==> src/rtl/fetch_responder.sv <==
// Two-entry instruction fetch buffer with miss fill and sequential prefetch.
// Ports: clk/reset, fetch_addr -> fetch_data/fetch_ready, fence_i, mem_req/mem_addr/mem_rdata/mem_ack.
module fetch_responder #(
  parameter int unsigned PREFETCH = 1
) (
  input  logic        clk,
  input  logic        reset,
  input  logic [31:0] fetch_addr,
  output logic [31:0] fetch_data,
  output logic        fetch_ready,
  input  logic        fence_i,
  output logic        mem_req,
  output logic [31:0] mem_addr,
  input  logic [31:0] mem_rdata,
  input  logic        mem_ack
);

  typedef enum logic {
    IDLE,
    WAIT
  } state_e;

  state_e      state_q, state_d;
  logic        drop_q, drop_d;
  logic [1:0]  valid_q, valid_d;
  logic [29:0] tag_q [2];
  logic [29:0] tag_d [2];
  logic [31:0] data_q [2];
  logic [31:0] data_d [2];
  logic        last_q, last_d;
  logic        mem_req_q, mem_req_d;
  logic [29:0] mem_tag_q, mem_tag_d;

  logic [29:0] fa_tag;
  logic [29:0] pf_tag;
  logic [1:0]  hit;
  logic [1:0]  pf_hit;
  logic [1:0]  dup;
  logic        victim;
  logic        unused_lsb;

  assign fa_tag     = fetch_addr[31:2];
  assign pf_tag     = fa_tag + 30'd1;
  assign unused_lsb = ^fetch_addr[1:0];
  assign mem_req    = mem_req_q;
  assign mem_addr   = {mem_tag_q, 2'b00};

  always_comb begin
    for (int i = 0; i < 2; i++) begin
      hit[i]    = valid_q[i] && (tag_q[i] == fa_tag);
      pf_hit[i] = valid_q[i] && (tag_q[i] == pf_tag);
      dup[i]    = valid_q[i] && (tag_q[i] == mem_tag_q);
    end
  end

  always_comb begin
    fetch_ready = |hit;
    fetch_data  = 32'h0;
    if (hit[0]) begin
      fetch_data = data_q[0];
    end else if (hit[1]) begin
      fetch_data = data_q[1];
    end
  end

  // Victim: matching tag, then lowest invalid, then the entry not
  // being fetched from, finally the older of the two installs.
  always_comb begin
    victim = ~last_q;
    if (dup[0]) begin
      victim = 1'b0;
    end else if (dup[1]) begin
      victim = 1'b1;
    end else if (!valid_q[0]) begin
      victim = 1'b0;
    end else if (!valid_q[1]) begin
      victim = 1'b1;
    end else if (hit[0] && !hit[1]) begin
      victim = 1'b1;
    end else if (hit[1] && !hit[0]) begin
      victim = 1'b0;
    end
  end

  always_comb begin
    state_d   = state_q;
    drop_d    = drop_q;
    valid_d   = valid_q;
    tag_d     = tag_q;
    data_d    = data_q;
    last_d    = last_q;
    mem_req_d = mem_req_q;
    mem_tag_d = mem_tag_q;
    unique case (state_q)
      IDLE: begin
        if (!fetch_ready) begin
          state_d   = WAIT;
          mem_req_d = 1'b1;
          mem_tag_d = fa_tag;
        end else if (PREFETCH != 0 && pf_hit == 2'b00) begin
          state_d   = WAIT;
          mem_req_d = 1'b1;
          mem_tag_d = pf_tag;
        end
      end
      WAIT: begin
        if (mem_ack) begin
          state_d   = IDLE;
          mem_req_d = 1'b0;
          drop_d    = 1'b0;
          if (!drop_q && !fence_i) begin
            valid_d[victim] = 1'b1;
            tag_d[victim]   = mem_tag_q;
            data_d[victim]  = mem_rdata;
            last_d          = victim;
          end
        end else if (fence_i) begin
          drop_d = 1'b1;
        end
      end
      default: state_d = IDLE;
    endcase
    if (fence_i) begin
      valid_d = 2'b00;
    end
  end

  always_ff @(posedge clk) begin
    if (reset) begin
      state_q   <= IDLE;
      drop_q    <= 1'b0;
      valid_q   <= 2'b00;
      tag_q     <= '{default: '0};
      data_q    <= '{default: '0};
      last_q    <= 1'b0;
      mem_req_q <= 1'b0;
      mem_tag_q <= '0;
    end else begin
      state_q   <= state_d;
      drop_q    <= drop_d;
      valid_q   <= valid_d;
      tag_q     <= tag_d;
      data_q    <= data_d;
      last_q    <= last_d;
      mem_req_q <= mem_req_d;
      mem_tag_q <= mem_tag_d;
    end
  end

endmodule

==> config.mk <==
export PLATFORM = sky130hd
export DESIGN_NAME = fetch_responder
export DESIGN_NICKNAME = d
export VERILOG_FILES = /design/src/rtl/fetch_responder.sv
export SDC_FILE = /design/constraint.sdc
export NUM_CORES = 1
export LEC_CHECK = 0
export BUFFER_PORTS_ARGS = -buffer_cell sky130_fd_sc_hd__buf_2
export CAP_MARGIN = 20
export CORE_MARGIN = 3
export CORE_UTILIZATION = 47
export CTS_CLUSTER_DIAMETER = 60
export DETAILED_ROUTE_END_ITERATION = 8
export PLACE_DENSITY_LB_ADDON = 0.1
export SETUP_SLACK_MARGIN = 0.02
export SYNTH_ARGS = -nofsm -noshare
export SYNTH_HDL_FRONTEND = slang
export SYNTH_SLANG_ARGS = --single-unit
export TNS_END_PERCENT = 100
==> constraint.sdc <==
create_clock -name clk -period 4.9 [get_ports clk]
set_input_delay 0 -clock clk [delete_from_list [all_inputs] [get_ports clk]]
set_output_delay 0 -clock clk [all_outputs]
set_load 0.03 [all_outputs]
### Word-level counts from Yosys, hierarchy flattened

Index checks and enable logic that the tools add are counted.

* register bits after elaboration: 160
* bits of input ports: 68
* output and inout port bits: 66
* word-level logic and storage cells: 79

* $add $sub $neg: 1
* magnitude comparators: 4
* equal/unequal tests: 9
* muxes and demuxes: 28
* bitwise gates (word level): 4
* reductions and logical operators: 23

Operators with widths (number)
* $eq 30x30->1: 6
* $mux 32: 3
* $mux 30: 3
* $bwmux 64: 1
* $bwmux 60: 1
* $demux 32 s1: 1
* $add 30x1->30 const B: 1
* $demux 30 s1: 1
* $mux 1: 15
* $logic_and 1x1->1: 11
* $reduce_and 2->1: 3
* $logic_not 1->1: 4
* $pmux 1 s2: 2
* $reduce_or 2->1: 2
* $ne 3x3->1 const B: 1
* $reduce_and 3->1: 1
* $ge 2x2->1 const B: 1
* $logic_not 2->1: 1
* $lt 1x2->1 const B: 1
* $lt 2x1->1 const B: 1
* $ne 2x1->1 const B: 1
* $ne 2x2->1 const B: 1
* $not 1->1: 2
* $not 1->2: 1
* other kinds (4): 4

### Logic depth before layout (Yosys ltp)

* depth in word-level cells: 16
* gate-level depth with buffers: 13

### Least setup slack after synthesis

OpenSTA, ideal clock, no wires.

* path kind: register to register
* start point: register tag_q[32] (netlist name)
* end point: register mem_tag_q[14]
* setup time: 95 ps
* data arrival time: 2896 ps
* required time: 4805 ps
* slack: 1909 ps
* stages on the path, launching flop included: 14
* path buffers: 3
* period minus slack after synthesis: 2991 ps
* path through: dfxtp_1 clkbuf_1 xnor2_1 nand3b_1 or4_1 or4_1 and2_1 clkbuf_1 inv_2 buf_4 nand2_1 xnor2_1 nor2_1 a221oi_1

* word-level cells in the longest chain between the ends: 5

Ends and longest elaborated chain
* start: declaration: RTL line 26 `logic [29:0] tag_q [2];`
* start signal: assignment: RTL line 142 `tag_q <= tag_d;`
* $eq 30x30->1 *: RTL line 50 `hit[i] = valid_q[i] && (tag_q[i] == fa_tag);`
* $logic_and 1x1->1 *: RTL line 50
* $reduce_or 2->1 *: RTL line 57 `fetch_ready = |hit;`
* named net fetch_ready: RTL line 10 `output logic fetch_ready,`
* $ne 2x1->1 (no source line)
* $reduce_and 2->1 (no source line)
* end signal: assignment: RTL line 146 `mem_tag_q <= mem_tag_d;`
* end: declaration: RTL line 32 `logic [29:0] mem_tag_q, mem_tag_d;`

Mark *: on every way through the listed nets, which the timed path passes. The rest lies on a longest branch.
A chain may end at the register's enable or synchronous reset.

### Worst setup path after layout

* start point: register tag_q[53] (netlist name)
* end point: register data_q[47] (netlist name)

* word-level cells in the longest chain between the ends: 16

Ends and longest elaborated chain
* $eq 30x30->1: RTL line 50
* $logic_and 1x1->1: RTL line 50
* $logic_not 1->1: RTL line 80 `end else if (hit[1] && !hit[0]) begin`
* $logic_and 1x1->1: RTL line 80
* $mux 1: RTL line 80
* $mux 1: RTL line 78 `end else if (hit[0] && !hit[1]) begin`
* $mux 1: RTL line 76 `end else if (!valid_q[1]) begin`
* $mux 1: RTL line 74 `end else if (!valid_q[0]) begin`
* $mux 1: RTL line 72 `end else if (dup[1]) begin`
* $mux 1 *: RTL line 70 `if (dup[0]) begin`
* $not 1->2 (implied by the code) *: RTL line 114 `data_d[victim] = mem_rdata;`
* $ge 2x2->1 (implied by the code) or $lt 2x1->1 (tied branches): RTL line 114
* $logic_and 1x1->1 (implied by the code): RTL line 114
* $mux 32 (implied by the code): RTL line 114
* $demux 32 s1 *: RTL line 114
* $bwmux 64 *: RTL line 114
* end signal: assignment: RTL line 143 `data_q <= data_d;`
* end: declaration: RTL line 28 `logic [31:0] data_q [2];`

Mark *: on every way between the ends. The rest lies on a longest branch, timed or not.

==> results.toml <==
[layout]
register_area_sq_mm = 0.00320
final_common_cell = "nor2_1"
multi_input_gate_area_sq_mm = 0.00618
final_net_count = 1383
syn2layout_area_growth_pct = 17.1
layout.cells.most_common_list = "184 x nor2_1, 160 x dfxtp_1, 129 x xnor2_1, 128 x mux2i_1, 128 x buf_2"
postLayoutCellArea_sq_mm = 0.0118
antenna_cells = 0
layout-drive-gt1-share_pct = 16.3
utilization_pct = 57.0
n_fill_cell = 1937

[run]
cap_violations = 0

[timing]
timing.final.crit_period_ps = 3690
finalWorstSetupSlack_ps = 1210
worstMarginPinSlew_ps = 903
rsz0062_at_grt = "false"
slew_headroom_pct = 39.8
drv_slew = 0
period_share_pct = 75.3
setup_tns_ps = 0
fin_worst_skew_ps = 17.5
setup_viol = 0
hold_violations = 0
max_clock_freq_mhz = 271

[global_routing]
grt_util_met1_pct = 40.2
global_route.usage.met3_pct = 5.91
busiest_layer = "met2"
met2_capacity_usage_during_global_routing_pct = 47.0
grt_start_max_net_pins = 84
groute.usage.overall_pct = 29.7
grt_pass1_wl_microns = 53900
grt_overflow_total = 0
first_global_vias = 8687
antenna_violations_before_repair = 0

[clocking]
cts_inserted_buffers = 17
cts_tree = "done"
postCtsSetupBuffers = 0
worstSkewPairLatency_ps = 440
tritoncts_num_sinks = 160
clock_pin_slew_reported_for_the_worst_setup_and_hold_paths_after_clock_tree_synthesis_ps = 80
clock_tree.buffer_depth = 2
cts.htree.levels = 4
clockRootBuffer = "clkbuf_16"

[min_path]
hold_path_end = "mem_tag_q[15]$_SDFFE_PP0P_"
hold_start = "fetch_addr[17]"
worst_min_delay_path_class = "input port to flip-flop"
hold-path-cell-count = 4

[setup_path]
worstSetupEndpointType = "flip-flop"
crit_fanout = 20
setup_crit_start_kind = "flip-flop"
worst_path_arrival_time_ps = 3980
worstRegToRegCells = 10
crit-reg2reg-capture = "data_q[47]$_SDFFE_PP0P_"
worst-r2r-setup-slack_ps = 1210
critical_path_required_ps = 5190
criticalPathCategory = "flip-flop to flip-flop"
worst_r2r_startpoint = "tag_q[53]$_SDFFE_PP0P_"

[floorplan]
ioPinCount = 134
fp.dieArea_sq_mm = 0.0232
rows = 52
coreArea_sq_mm = 0.0206
initial_core_util_pct = 48.7
die_width_microns = 152
die-height_microns = 152

[detailed_routing]
detailedRoute.firstIterationViolations = 761
drt_first_pass_iters = 5
detail_route.wirelength_microns = 35200
route.detailed.drc = 0
detailroute.via_count = 9177
post_drt_wl_per_cell_microns = 22.0
ant_nets = 0
post_drt_via_cell_ratio = 5.75

[synth]
synthesis.instances = 1200
synth-seq-area-share_pct = 31.9
synth_cell_type_count = 73
synthFlopType = "dfxtp_1"
ys_seq_elements = 160
edff_count_synth = 0
syn_area_sq_mm = 0.0100
ffs_w_async_s_r_synth_pct = 0
synth.avg_cell_area_sq_um = 8.37
yosys_warnings = 0

[power_and_ir_drop]
power.density_mw_per_mm2 = 277
static-leakage-power_nw = 5.24
vdd_ir_drop_max_mv = 0.206

[placed_design]
hpwl_microns = 25800
io_buffers = 129
place_ws_ps = 1110
routabilityCongestion = 0.988
place_area_sq_mm = 0.0108

[status]
run_status = "complete, no violations"
final cells by class:
type | count | area share, %
multi-input combinational | 879 | 52.6
clock buffer | 18 | 3.73
tap | 270 | 2.87
timing repair buffer | 183 | 9.91
inverter | 73 | 2.33
clock inverter | 14 | 1.35
sequential | 160 | 27.2
where the power goes:
part	leakage [nW]	switching (mW)	internal, mW
sequential	1.30	0.0558	1.33
clock	0.289	0.666	0.699
combinational	3.65	0.316	0.186
total	5.24	1.04	2.22
worst max-delay path by stage:
stage	from	endpoint	cells after the start
final	tag_q[53]$_SDFFE_PP0P_	data_q[47]$_SDFFE_PP0P_	10
after global routing	tag_q[44]$_SDFFE_PP0P_	data_q[47]$_SDFFE_PP0P_	10
after CTS	tag_q[2]$_SDFFE_PP0P_	data_q[47]$_SDFFE_PP0P_	10
after detailed placement	fetch_addr[2]	mem_tag_q[11]$_SDFFE_PP0P_	12
after global placement	fetch_addr[2]	mem_tag_q[15]$_SDFFE_PP0P_	12
after floorplan	tag_q[32]$_SDFFE_PP0P_	mem_tag_q[14]$_SDFFE_PP0P_	13
kinds of logic after synthesis:
group | Yosys count | synth area share [%]
DFF | 160 | 31.9
adders and majority gates | 3 | 0.324
xor gates and xnor gates | 188 | 16.4
buffers and inverters | 162 | 6.91
AOI/OAI and AO/OA | 122 | 9.99
other | 1 | 0.0373
muxes | 129 | 12.9
and+or+nand+nor | 435 | 21.6
metrics by stage:
step	hold WS, ps	instances	power [mW]
floorplan	72.8	1201	1.72
global placement	246	1530	1.89
detailed placement	251	1530	1.89
CTS	16.2	1597	3.28
global route	43.4	1597	3.38
finish	17.7	1597	3.26
worst max-delay path, stage by stage (launching register included):
cell and delay, ps:
dfxtp_1 360, xnor2_1 530, nand4_1 180, nor4_1 290
nand4_1 220, maj3_1 410, a31oi_1 400, nand2b_4 490
buf_4 380, mux2i_1 240, nor2_1 50
flip-flops by register name, summed over array words and instances, names as in the netlist:
register   cells
mem_req        1
drop_q         1
last_q         1
tag_q         60
valid_q        2
state_q        1
mem_tag_q     30
data_q        64
per-layer routing:
metal  vias to the layer above  part of all wire, %
met5                         -                    0
met4                         0                  3.5
met3                        63                  7.0
met2                       345                   46
met1                      4386                   44
li1                       4383                    -
Yosys cell counts, drive strengths merged (5+ instances only):
master | count | area [sq um]
clkbuf | 50 | 188
nand4 | 52 | 353
dfxtp | 160 | 3200
nor2 | 184 | 691
o31ai | 33 | 248
nor3 | 17 | 106
or4 | 8 | 63.8
and2 | 5 | 31.3
xnor2 | 129 | 1130
a31oi | 6 | 37.5
buf | 39 | 233
and3 | 9 | 56.3
nand2b | 9 | 56.3
xor2 | 59 | 517
nand3 | 22 | 120
nor4 | 26 | 193
mux2i | 128 | 1280
a21oi | 12 | 60.1
o21ai | 8 | 40.0
nand2 | 78 | 295
a221oi | 30 | 325
inv | 73 | 274
what timing repair did:
action                                 in CTS  in global routing
setup endpoints to repair                   0                  0
endpoints found under the hold margin      70                  0
resized for setup                           0                  0
hold buffers                               35                  0
Note: power is estimated with default switching activity, not from simulation.
